===== config.mk =====
export PLATFORM = sky130hd
export DESIGN_NAME = result_tx_fifo
export DESIGN_NICKNAME = d
export VERILOG_FILES = /design/src/rtl/result_tx_fifo.sv
export SDC_FILE = /design/constraint.sdc
export NUM_CORES = 1
export LEC_CHECK = 0
export BUFFER_PORTS_ARGS = -buffer_cell sky130_fd_sc_hd__buf_4
export CAP_MARGIN = 15
export CORE_ASPECT_RATIO = 1.75
export CORE_MARGIN = 2
export CORE_UTILIZATION = 25
export DETAILED_ROUTE_END_ITERATION = 12
export SYNTH_ARGS = -nofsm -noshare
export SYNTH_HDL_FRONTEND = slang
export SYNTH_SLANG_ARGS = --single-unit

===== constraint.sdc =====
create_clock -name i_clock -period 2.85 [get_ports i_clock]
set_input_delay 0.1425 -clock i_clock [delete_from_list [all_inputs] [get_ports i_clock]]
set_output_delay 0.1425 -clock i_clock [all_outputs]
set_load 0.05 [all_outputs]

===== src/rtl/result_tx_fifo.sv =====
// result_tx_fifo
// Circular byte FIFO between the ALU interface result strobe and the UART
// transmitter. Bytes are pushed on i_valid and released one at a time: a
// one-cycle o_tx_start launches the head byte, and the transmitter's done
// tick pops it before the next byte is launched.
// Optional feature: define RESULT_TX_FIFO_OVF_EN to add a sticky o_overflow
// flag that records any push dropped because the FIFO was full.
//
// state  | meaning
// IDLE   | no byte in flight; launch head byte as soon as level != 0
// BUSY   | head byte handed to transmitter; waiting for its done tick
module result_tx_fifo #(
  parameter int NB_DATA    = 8,
  parameter int DEPTH_LOG2 = 4
) (
  input  logic                  i_clock,
  input  logic                  i_reset,
  input  logic                  i_valid,
  input  logic [NB_DATA-1:0]    i_data,
  input  logic                  i_tx_done_tick,
  output logic                  o_tx_start,
  output logic [NB_DATA-1:0]    o_tx_data,
  output logic                  o_empty,
  output logic                  o_full,
  output logic [DEPTH_LOG2:0]   o_level
`ifdef RESULT_TX_FIFO_OVF_EN
  ,
  output logic                  o_overflow
`endif
);

  localparam int DEPTH = 1 << DEPTH_LOG2;
  localparam logic [DEPTH_LOG2:0] LEVEL_FULL = (DEPTH_LOG2+1)'(DEPTH);
  localparam logic [DEPTH_LOG2:0] LEVEL_ONE  = (DEPTH_LOG2+1)'(1);
  localparam logic [DEPTH_LOG2-1:0] PTR_ONE  = DEPTH_LOG2'(1);

  typedef enum logic {
    S_IDLE = 1'b0,
    S_BUSY = 1'b1
  } state_t;

  logic [NB_DATA-1:0]    mem [DEPTH];
  logic [DEPTH_LOG2-1:0] wr_ptr;
  logic [DEPTH_LOG2-1:0] rd_ptr;
  logic [DEPTH_LOG2:0]   level;
  state_t                state;
  logic                  full;
  logic                  pop;
  logic                  push;

  assign full = (level == LEVEL_FULL);
  // A pop in the same cycle frees a slot, so a push into a full FIFO is
  // accepted when the transmitter is finishing a byte.
  assign pop  = i_tx_done_tick && (state == S_BUSY);
  assign push = i_valid && (!full || pop);

  // Storage write; memory is deliberately not reset.
  always_ff @(posedge i_clock) begin
    if (push) mem[wr_ptr] <= i_data;
  end

  // Pointer and occupancy tracking.
  always_ff @(posedge i_clock or negedge i_reset) begin
    if (!i_reset) begin
      wr_ptr <= '0;
      rd_ptr <= '0;
      level  <= '0;
    end else begin
      if (push) wr_ptr <= wr_ptr + PTR_ONE;
      if (pop)  rd_ptr <= rd_ptr + PTR_ONE;
      case ({push, pop})
        2'b10:   level <= level + LEVEL_ONE;
        2'b01:   level <= level - LEVEL_ONE;
        default: level <= level;
      endcase
    end
  end

  // Drain FSM with a registered single-cycle start pulse.
  always_ff @(posedge i_clock or negedge i_reset) begin
    if (!i_reset) begin
      state      <= S_IDLE;
      o_tx_start <= 1'b0;
    end else begin
      o_tx_start <= 1'b0;
      case (state)
        S_IDLE: begin
          if (level != '0) begin
            state      <= S_BUSY;
            o_tx_start <= 1'b1;
          end
        end
        S_BUSY: begin
          if (i_tx_done_tick) state <= S_IDLE;
        end
        default: state <= S_IDLE;
      endcase
    end
  end

`ifdef RESULT_TX_FIFO_OVF_EN
  // Sticky record of any byte dropped because the FIFO was full.
  always_ff @(posedge i_clock or negedge i_reset) begin
    if (!i_reset) begin
      o_overflow <= 1'b0;
    end else if (i_valid && !push) begin
      o_overflow <= 1'b1;
    end
  end
`endif

  assign o_tx_data = mem[rd_ptr];
  assign o_empty   = (level == '0);
  assign o_full    = full;
  assign o_level   = level;

endmodule

==> metrics.yaml <==
dpl.hpwl_mm: 8.06
dr.pass1.iters: 4
io_buffers: 27
fillCellCount: 2232
grt_max_degree: 33
die_w_um: 120
relSlewSlack_pct: 41.4
wirelength_mm: 12.0
io_pins: 28
end_kind: "flop"
postCtsSetupBuffers: 0
r2r-start: "o_level[2]$_DFFE_PN0P_"
drv_slew: 0
syn_nets: 332
finalSetupTns_ns: 0
final_min_period_over_clock_period_pct: 95.7
setup_ws_ns: 0.123
leakagePower_nw: 2.37
setup_viol: 0
gp_congestion: 0.745
worstPathArrival_ns: 3.02
fin_cells: 671
path_clk_slew_ns: 0.06
clock-root-buffer: "clkbuf_16"
overflow: 0
irDropWorstVdd_uv: 677
worstSetupStartpoint: "o_level[2]$_DFFE_PN0P_"
status: "complete, no violations"
drive_gt1_share_pct: 28.6
cts_tree: "yes"
area_growth_pct: 19.2
rsz0062_at_grt: "false"
syn_inst: 311
dp_cells: 638
grt_usage_pct: 10.2
finClkSkew_ns: 0.00693
yosysUniqueCellTypes: 39
worst_slew_pin_slew_ns: 0.876
min_from: "i_data[5]"
post-place-ws_ns: 0.113
diodes: 0
numClockSinks: 143
cp_max_fo: 10
grt_pass1_wl_mm: 18.5
path_class: "reg -> reg"
powerDensity_nw_per_um2: 1050
drt-initial-drc-count: 336
cts_resized: 0
vias: 2977
ant_nets: 0
drc: 0
rows: 74
routedWlPerCell_um: 17.8
cp-start-kind: "flop"
layout.nets: 375
yosys_warnings: 0
regArea_um2: 4220
die_h_um: 207
cp.required_ns: 3.15
hp-class: "in -> reg"
syn_area_um2: 5890
synth.ff_latch_count: 143
p_total_mw: 7.39
syn_avg_cell_area_um2: 18.9
core_um2: 23200
cts.path.max_buffers: 2
antenna_found_initial: 0
fin_crit_ns: 2.73
ys_seq_area_share_pct: 71.6
whs_ns: 0.0249
finalHoldViolations: 0
routed_via_density: 4.44
drv_cap: 0
dieArea_um2: 24900
htreeDepth: 4
clk_latency_ns: 0.41
cts_buffers: 17
grt_pass1_vias: 3160
multiInputGateArea_um2: 1530
start_util_pct: 25.3
clock.fmax_ghz: 0.367
cell usage in the layout, fill, tap and decap left out, drive strengths merged:
master,instances
clkinvlp,3
dfrtp,15
a22oi,16
dlygate4sd3,1
mux2,3
nor2,16
and3,1
and2b,1
nand2b,2
or4b,1
a221o,1
ha,9
clkinv,6
mux4,32
nand4,1
nor3b,2
o311a,1
o21ai,2
inv,10
nand2,19
xnor2,8
buf,41
nand3,9
a31oi,2
edfxtp,128
nand3b,1
nor3,5
and2,2
nor2b,3
a21oi,3
clkbuf,18
xor2,3
nor4,1
a32o,1
final timing paths:
kind / to / slack (ns) / depth (start not counted)
max: o_level[4]$_DFFE_PN0P_ / 0.12 / 10
min: mem[14][5]$_DFFE_PP_ / 0.02 / 1
max reg2reg: o_level[4]$_DFFE_PN0P_ / 0.12 / 10
min reg2reg: o_tx_start$_DFF_PN0_ / 0.47 / 1
max in group asynchronous: rd_ptr[0]$_DFFE_PN0P_ / 2.54 / 2
min in group asynchronous: o_level[1]$_DFFE_PN0P_ / 0.12 / 2
state kept, by name, indices dropped and copies added, names as in the netlist:
| register | cells |
|---|---|
| mem | 128 |
| o_level | 5 |
| rd_ptr | 4 |
| wr_ptr | 4 |
| o_tx_start | 1 |
| state | 1 |
critical path, stage by stage, from the launching register on:
cell and delay (ns):
dfrtp_2 0.48, nor4_4 0.34, nand3_2 0.16, nand2_2 0.16, ha_4 0.21, xor2_1 0.16
ha_2 0.21, o21ai_0 0.11, or4b_1 0.49, o311a_1 0.15, xnor2_1 0.13
Yosys cell counts:
cell | count | share of area (%)
edfxtp_1 | 128 | 65
mux4_2 | 23 | 8.8
nand2_1 | 19 | 1.2
a22oi_1 | 16 | 2.0
nor2_1 | 16 | 1.0
dfrtp_1 | 15 | 6.4
ha_1 | 9 | 1.9
mux4_1 | 9 | 4.0
nand3_1 | 9 | 0.76
xnor2_1 | 8 | 1.2
buf_2 | 5 | 0.42
inv_1 | 5 | 0.32
nor3_1 | 5 | 0.42
clkbuf_1 | 4 | 0.25
a21oi_1 | 3 | 0.25
buf_6 | 3 | 0.57
nor2b_1 | 3 | 0.32
xor2_1 | 3 | 0.45
a31oi_1 | 2 | 0.21
and2_1 | 2 | 0.21
clkdlybuf4s25_2 | 2 | 0.34
mux2_2 | 2 | 0.38
nand2b_1 | 2 | 0.21
nor3b_1 | 2 | 0.25
o21ai_0 | 2 | 0.17
a221o_1 | 1 | 0.17
a32o_1 | 1 | 0.17
and2b_1 | 1 | 0.13
and3_1 | 1 | 0.11
buf_12 | 1 | 0.34
buf_4 | 1 | 0.13
clkbuf_8 | 1 | 0.23
dlymetal6s4s_1 | 1 | 0.21
mux2_1 | 1 | 0.19
nand3b_1 | 1 | 0.13
nand4_1 | 1 | 0.11
nor4_4 | 1 | 0.36
o311a_1 | 1 | 0.17
or4b_1 | 1 | 0.17
layer usage:
| metal | GRT usage (%) | part of all wire, % | up-vias | wire [um] |
|---|---|---|---|---|
| met5 | 0 | 0 | - | 0 |
| met4 | 4.22 | 1.8 | 0 | 210 |
| met3 | 3.14 | 5.0 | 11 | 602 |
| met2 | 17.9 | 55 | 109 | 6530 |
| met1 | 11.5 | 39 | 1524 | 4620 |
| li1 | - | - | 1333 | - |
cell families (layout without fill, tap and decap cells):
group                    after synthesis  count (layout)  synth area share (%)
flip-flops                           143             143                  71.6
AO/OA/AOI/OAI                         26              26                  3.19
AND/OR/NAND/NOR                       64              64                  5.42
buffers and inverters                 23              79                  2.83
multiplexers                          35              35                  13.4
adder cells (fa/ha/maj)                9               9                  1.91
XOR/XNOR                              11              11                  1.64
report_power, final:
group | internal, mW | leakage, nW | total, mW | switching (mW)
Clock | 1.12 | 0.257 | 2.00 | 0.876
Sequential | 2.58 | 1.33 | 2.80 | 0.217
Combinational | 1.01 | 0.783 | 2.59 | 1.59
stage by stage:
stage,instance area (um2),util (%)
floorplan,5940,-
global placement,6470,27.8
detailed placement,6470,27.8
CTS,7020,30.2
global route,7020,30.2
finish,7020,30.2
layout make-up:
type	count	share of cell area, %
clock buffer	18	6.12
tap	304	5.42
sequential	143	60.2
timing repair buffer	42	4.71
clock inverter	14	1.55
multi-input combinational	145	21.8
inverter	5	0.267
timing repair:
item	CTS	global route
hold buffers	1	0
endpoints found under the setup margin	0	0
endpoints found under the hold margin	15	0
Note: power is estimated with default switching activity, not from simulation.
